$ cat src/rtl/uart_rx_ctrl_if.sv
// Signal bundle between the UART receive controller, its bit sampler and the
// configuration source. The master side drives the line and configuration.
interface uart_rx_ctrl_if #(
    parameter int DATA_WIDTH = 8
);
    logic                  RX_IN;
    logic [5:0]            prescale;
    logic                  PAR_EN;
    logic                  PAR_TYP;
    logic                  sampled_bit;
    logic                  dat_samp_en;
    logic [5:0]            edge_cnt;
    logic [DATA_WIDTH-1:0] P_DATA;
    logic                  data_valid;
    logic                  par_err;
    logic                  stp_err;
    logic                  strt_glitch;

    modport master (
        output RX_IN, prescale, PAR_EN, PAR_TYP, sampled_bit,
        input  dat_samp_en, edge_cnt, P_DATA, data_valid, par_err, stp_err, strt_glitch
    );

    modport slave (
        input  RX_IN, prescale, PAR_EN, PAR_TYP, sampled_bit,
        output dat_samp_en, edge_cnt, P_DATA, data_valid, par_err, stp_err, strt_glitch
    );
endinterface

$ cat src/rtl/uart_rx_ctrl.sv
// Frame sequencer for an oversampled UART receiver: paces the external bit
// sampler, assembles the word and reports parity/stop/start-glitch errors.
//   state  | meaning
//   IDLE   | line idle, waiting for RX_IN low with a legal prescale
//   START  | start bit
//   DATA   | data bits, LSB first; first cycle checks the start bit
//   PARITY | parity bit, only when PAR_EN was latched
//   STOP   | stop bit; first cycle checks parity
//   DONE   | stop bit evaluated, status registered for next cycle
module uart_rx_ctrl #(
    parameter int DATA_WIDTH = 8
) (
    input logic           CLK,
    input logic           RST,
    uart_rx_ctrl_if.slave bus
);

    localparam logic [2:0] IDLE   = 3'd0;
    localparam logic [2:0] START  = 3'd1;
    localparam logic [2:0] DATA   = 3'd2;
    localparam logic [2:0] PARITY = 3'd3;
    localparam logic [2:0] STOP   = 3'd4;
    localparam logic [2:0] DONE   = 3'd5;

    localparam logic [3:0] LAST_BIT = 4'(DATA_WIDTH - 1);

    logic [2:0]            state;
    logic [2:0]            state_nxt;
    logic [5:0]            presc_q;
    logic                  par_en_q;
    logic                  par_typ_q;
    logic [5:0]            edge_q;
    logic [3:0]            bit_cnt;
    logic [DATA_WIDTH-1:0] shreg;
    logic                  strt_chk;
    logic                  par_bad;
    logic [DATA_WIDTH-1:0] p_data_q;
    logic                  dv_q;
    logic                  pe_q;
    logic                  se_q;
    logic                  sg_q;

    logic presc_ok;
    logic start_req;
    logic bit_end;
    logic glitch;
    logic capture;

    function automatic logic in_frame(input logic [2:0] s);
        return (s == START) || (s == DATA) || (s == PARITY) || (s == STOP);
    endfunction

    always_comb begin
        presc_ok = 1'b0;
        case (bus.prescale)
            6'd2, 6'd4, 6'd8, 6'd16, 6'd32: presc_ok = 1'b1;
            default:                        presc_ok = 1'b0;
        endcase
    end

    assign start_req = !bus.RX_IN && presc_ok;
    assign bit_end   = (edge_q == presc_q - 6'd1);
    assign glitch    = (state == DATA) && strt_chk && bus.sampled_bit;
    // Capture cycle of the previous data bit: first cycle of the following bit.
    assign capture   = (edge_q == 6'd0) &&
                       (((state == DATA) && !strt_chk) || (state == PARITY) ||
                        ((state == STOP) && !par_en_q));

    always_comb begin
        state_nxt = state;
        case (state)
            IDLE:   if (start_req) state_nxt = START;
            START:  if (bit_end) state_nxt = DATA;
            DATA: begin
                if (glitch)
                    state_nxt = IDLE;
                else if (bit_end && (bit_cnt == LAST_BIT))
                    state_nxt = par_en_q ? PARITY : STOP;
            end
            PARITY: if (bit_end) state_nxt = STOP;
            STOP:   if (bit_end) state_nxt = DONE;
            DONE:   state_nxt = start_req ? START : IDLE;
            default: state_nxt = IDLE;
        endcase
    end

    always_ff @(posedge CLK) begin
        if (RST) begin
            state     <= IDLE;
            presc_q   <= '0;
            par_en_q  <= 1'b0;
            par_typ_q <= 1'b0;
            edge_q    <= '0;
            bit_cnt   <= '0;
            shreg     <= '0;
            strt_chk  <= 1'b0;
            par_bad   <= 1'b0;
            p_data_q  <= '0;
            dv_q      <= 1'b0;
            pe_q      <= 1'b0;
            se_q      <= 1'b0;
            sg_q      <= 1'b0;
        end else begin
            state    <= state_nxt;
            strt_chk <= (state == START) && bit_end;
            dv_q     <= 1'b0;
            pe_q     <= 1'b0;
            se_q     <= 1'b0;
            sg_q     <= glitch;

            if (in_frame(state) && in_frame(state_nxt))
                edge_q <= bit_end ? 6'd0 : edge_q + 6'd1;
            else
                edge_q <= 6'd0;

            if ((state_nxt == START) && !in_frame(state)) begin
                presc_q   <= bus.prescale;
                par_en_q  <= bus.PAR_EN;
                par_typ_q <= bus.PAR_TYP;
                bit_cnt   <= '0;
                par_bad   <= 1'b0;
            end

            if ((state == DATA) && bit_end && (bit_cnt != LAST_BIT))
                bit_cnt <= bit_cnt + 4'd1;

            if (capture)
                shreg <= {bus.sampled_bit, shreg[DATA_WIDTH-1:1]};

            if ((state == STOP) && (edge_q == 6'd0) && par_en_q)
                par_bad <= (bus.sampled_bit != ((^shreg) ^ par_typ_q));

            if (state == DONE) begin
                pe_q <= par_bad;
                se_q <= !bus.sampled_bit;
                if (!par_bad && bus.sampled_bit) begin
                    dv_q     <= 1'b1;
                    p_data_q <= shreg;
                end
            end
        end
    end

    assign bus.dat_samp_en = in_frame(state);
    assign bus.edge_cnt    = edge_q;
    assign bus.P_DATA      = p_data_q;
    assign bus.data_valid  = dv_q;
    assign bus.par_err     = pe_q;
    assign bus.stp_err     = se_q;
    assign bus.strt_glitch = sg_q;

endmodule

$ cat src/flat_wrapper.sv
// flat-port wrapper written by rule: the top's interface ports become plain ports
module uart_rx_ctrl_flat 
#(
    parameter int DATA_WIDTH = 8
)
  (CLK, RST, bus_RX_IN, bus_prescale, bus_PAR_EN, bus_PAR_TYP, bus_sampled_bit, bus_dat_samp_en, bus_edge_cnt, bus_P_DATA, bus_data_valid, bus_par_err, bus_stp_err, bus_strt_glitch);
  uart_rx_ctrl_if #(.DATA_WIDTH(DATA_WIDTH)) bus_i ();
  input logic CLK;
  input logic RST;
  input wire logic [$bits(bus_i.RX_IN)-1:0] bus_RX_IN;
  input wire logic [$bits(bus_i.prescale)-1:0] bus_prescale;
  input wire logic [$bits(bus_i.PAR_EN)-1:0] bus_PAR_EN;
  input wire logic [$bits(bus_i.PAR_TYP)-1:0] bus_PAR_TYP;
  input wire logic [$bits(bus_i.sampled_bit)-1:0] bus_sampled_bit;
  output wire logic [$bits(bus_i.dat_samp_en)-1:0] bus_dat_samp_en;
  output wire logic [$bits(bus_i.edge_cnt)-1:0] bus_edge_cnt;
  output wire logic [$bits(bus_i.P_DATA)-1:0] bus_P_DATA;
  output wire logic [$bits(bus_i.data_valid)-1:0] bus_data_valid;
  output wire logic [$bits(bus_i.par_err)-1:0] bus_par_err;
  output wire logic [$bits(bus_i.stp_err)-1:0] bus_stp_err;
  output wire logic [$bits(bus_i.strt_glitch)-1:0] bus_strt_glitch;
  assign bus_i.RX_IN = bus_RX_IN;
  assign bus_i.prescale = bus_prescale;
  assign bus_i.PAR_EN = bus_PAR_EN;
  assign bus_i.PAR_TYP = bus_PAR_TYP;
  assign bus_i.sampled_bit = bus_sampled_bit;
  assign bus_dat_samp_en = bus_i.dat_samp_en;
  assign bus_edge_cnt = bus_i.edge_cnt;
  assign bus_P_DATA = bus_i.P_DATA;
  assign bus_data_valid = bus_i.data_valid;
  assign bus_par_err = bus_i.par_err;
  assign bus_stp_err = bus_i.stp_err;
  assign bus_strt_glitch = bus_i.strt_glitch;
  uart_rx_ctrl #(.DATA_WIDTH(DATA_WIDTH)) u_core (.CLK(CLK), .RST(RST), .bus(bus_i));
endmodule
$ cat config.mk
export PLATFORM = sky130hd
export DESIGN_NAME = uart_rx_ctrl_flat
export DESIGN_NICKNAME = d
export VERILOG_FILES = /design/src/rtl/uart_rx_ctrl_if.sv /design/src/rtl/uart_rx_ctrl.sv /design/src/flat_wrapper.sv
export SDC_FILE = /design/constraint.sdc
export NUM_CORES = 1
export LEC_CHECK = 0
export ABC_AREA = 1
export BUFFER_PORTS_ARGS = -buffer_cell sky130_fd_sc_hd__buf_2
export CAP_MARGIN = 20
export CORE_ASPECT_RATIO = 1.25
export CORE_MARGIN = 5
export CORE_UTILIZATION = 50
export CTS_BUF_LIST = sky130_fd_sc_hd__clkbuf_8
export DETAILED_ROUTE_END_ITERATION = 10
export PLACE_DENSITY = 0.71
export SLEW_MARGIN = 25
export SYNTH_ARGS = -nofsm -noshare
export SYNTH_HDL_FRONTEND = slang
export SYNTH_SLANG_ARGS = --single-unit
$ cat constraint.sdc
create_clock -name CLK -period 2.2 [get_ports CLK]
set_input_delay 0 -clock CLK [delete_from_list [all_inputs] [get_ports CLK]]
set_output_delay 0 -clock CLK [all_outputs]
set_load 0.03 [all_outputs]
==> impl_metrics.yaml <==
routing:
  wl_met2_microns: 2490
  dr.pass1.iters: 4
  wl_met1_microns: 2110
  vias: 2023
  ant_nets: 0
  wl_per_cell_microns: 12.1
  routed_wl_microns: 4860
  drt-initial-drc-count: 103
  route.detailed.drc: 0
  wl_met3_microns: 218
  via_per_inst: 5.02
  top_layer_used: "met4"
timing:
  maxSlewHeadroom: 0.725
  fin_crit_ns: 2.01
  max_freq_ghz: 0.497
  grt_setup_unrepaired: "no"
  worst_pin_slew_ns: 0.409
  setup_violations: 0
  final_max_slew_viol_count: 0
  finalSetupTns_ns: 0
  finalCritPeriodShare: 0.914
  hold_viol: 0
  clock_skew_ns: 0.00492
place:
  io_buffers: 30
  placed_area_sq_um: 2360
  hpwl_microns: 3790
  place_congestion: 0.875
floorplanning:
  core.rowCount: 26
  dieArea_sq_um: 5680
  start_util: 0.521
  coreArea_sq_um: 4100
  pin_count: 31
  fp.dieH_microns: 83.1
  die_w_microns: 68.4
setup_path:
  path_cells: "inv_2 -> ha_2 -> xor2_2 -> nand3_1 -> nor2_2 -> nand4_1 -> nand2_1 -> a21oi_1 -> nor2_1 -> nand3_2 -> nand3_4 -> nor2_1"
  cp-end-kind: "flip-flop"
  arrival_ns: 2.20
  slowest_stage: "dfxtp_2"
  cp_common_cell: "nor2_1"
  cp_max_fo: 6
  critical_path_class: "reg2reg"
  cp-start-kind: "flip-flop"
  cp_num_buf_inv: 1
  r2r_slack_ns: 0.19
  worstPathRequired_ns: 2.39
  slowest_delay_ns: 0.34
  critical-path-top-delay-family: "simple AND/OR/NAND/NOR gates"
clock_tree:
  cts_root_buf: "clkbuf_8"
  cts.path.max_buffers: 2
  clk_pin_slew_worst_paths_ns: 0.08
  clkLatencyLatePin_ns: 0.30
  cts_tree: "done"
  cts_sinks: 43
  numCtsBuffers: 5
  htreeDepth: 2
  postCtsSetupBuffers: 0
cells_and_area:
  drive_gt1_frac: 0.182
  area_growth_pct: 17.8
  finalInstanceArea_sq_um: 2510
  fin_nets: 362
  nFillCells: 396
  antenna_cells: 0
power:
  clockPowerShare: 0.370
  power_frac_seq: 0.532
  power.internal_uw: 1130
  ir_worst_vdd_uv: 500
  power_frac_comb: 0.098
  p_leak_uw: 0.00116
  p_per_area_nw_per_um2: 595
  sw_frac_of_total: 0.246
  power.switching_uw: 369
global_routing:
  grt_overflow: 0
  antenna_found_initial: 0
  grt_pass1_wl_microns: 8340
  grt_usage: 0.188
  grt_max_degree: 19
  grt_pass1_vias: 1937
yosys:
  syn_nets: 323
  synth-async-reset-ratio: 0
  synth_area_leaders: "dfxtp_1 40%, nor2_1 11%, nand2_1 9.5%, o21ai_0 6.3%, inv_1 6.0%"
  synth-seq-cells: 43
  yosysTopAreaCell: "dfxtp_1"
  yosys-top-cells-count: "63 x nor2_1, 54 x nand2_1, 43 x dfxtp_1"
  synth_edf_count: 0
  syn_area_per_cell_sq_um: 6.95
  synth_top_flop_cell: "dfxtp_1"
  synth_most_common_cell: "nor2_1"
  yosysWarnings: 0
  ys_types: 23
  synthesis.area_sq_um: 2130
  yosysSeqAreaShare: 0.403
  synth_top_area_share: 0.403
  netlist_instances: 307
status:
  status: "finished, final reports clean"
flow_run:
  cap_violations: 0
worst_hold_path:
  hold_class: "in2reg"
==> sequential cells by signal, summed over array words and instances, names as in the netlist, 3 cells and up <==
| signal | cells |
|---|---|
| u_core.bus.edge_cnt | 6 |
| u_core.presc_q | 6 |
| u_core.state | 3 |
| u_core.bus.P_DATA | 8 |
| u_core.bit_cnt | 4 |
| u_core.shreg | 8 |
==> layout by cell type (no fill, tap or decap), types with 4 or more instances in the layout <==
cell type  count
inv_1         34
nor2_1        63
nand3_1       21
xnor2_1        9
nor3_1         5
dfxtp_1       41
nand4_1        4
a21oi_1       11
xor2_1         6
nand2_1       54
buf_2         30
clkbuf_8       7
nand3_2        5
nor2_2         5
o21ai_0       26
==> power groups by stage <==
stage	combinational (uW)	sequential [uW]	clock [uW]
2_1_floorplan	99.0	812	0
3_3_place_gp	138	813	0
3_5_place_dp	141	814	0
4_1_cts	145	795	571
5_1_grt	166	797	599
6_report	147	796	554
==> cell families after synthesis <==
kind of cell,share of synthesized area
and+or+nand+nor,0.342
DFF,0.403
buffers and inverters,0.0721
AOI/OAI and AO/OA,0.0932
xor gates and xnor gates,0.0657
adders and majority gates,0.0234
==> metal layers <==
metal	global-route usage	vias up
met2	0.330	37
met3	0.0324	5
li1	-	1054
met4	0.0542	0
met5	0	-
met1	0.224	927
==> cell type report <==
class	count	area, sq um	share of cell area
clock inverter	1	7.51	0.00299
sequential	43	863	0.343
clock buffer	7	96.3	0.0383
inverter	37	139	0.0553
multi-input combinational	223	1130	0.451
timing repair buffer	36	203	0.0806
tap	56	70.1	0.0279
==> worst paths after layout <==
check / startpoint / end / cells past startpoint
worst max register to register: u_core.presc_q[0]$_SDFFE_PP0P_ / u_core.bus.edge_cnt[0]$_SDFF_PP0_ / 12
worst max-delay path: u_core.presc_q[0]$_SDFFE_PP0P_ / u_core.bus.edge_cnt[0]$_SDFF_PP0_ / 12
worst min register to register: u_core.presc_q[5]$_SDFFE_PP0P_ / u_core.presc_q[5]$_SDFFE_PP0P_ / 2
worst min-delay path: bus_prescale[2] / u_core.presc_q[2]$_SDFFE_PP0P_ / 3
==> worst reg2reg max path, stage by stage, from the launching register on <==
cell and delay (ns):
dfxtp_2 0.34, inv_2 0.06, ha_2 0.34, xor2_2 0.16
nand3_1 0.11, nor2_2 0.13, nand4_1 0.14, nand2_1 0.13
a21oi_1 0.08, nor2_1 0.17, nand3_2 0.11, nand3_4 0.10
nor2_1 0.05
==> timing repair <==
action / CTS / global route
gates resized for setup: 0 / 6
hold buffers: 3 / 0
hold endpoints to repair: 3 / 0
endpoints found under the setup margin: 0 / 6
==> metrics by stage <==
step                worst slack (ns)  instances   util  power, uW  hold WS (ns)
detailed placement             0.188        392  0.576        954         0.246
CTS                            0.164        403  0.609       1510       0.00809
finish                         0.190        403  0.613       1500        0.0155
global placement               0.254        392  0.576        952         0.234
global route                 0.00198        403  0.613       1560        0.0473
floorplan                      0.360        307      -        911        0.0724
Note: power is estimated with default switching activity, not from simulation.
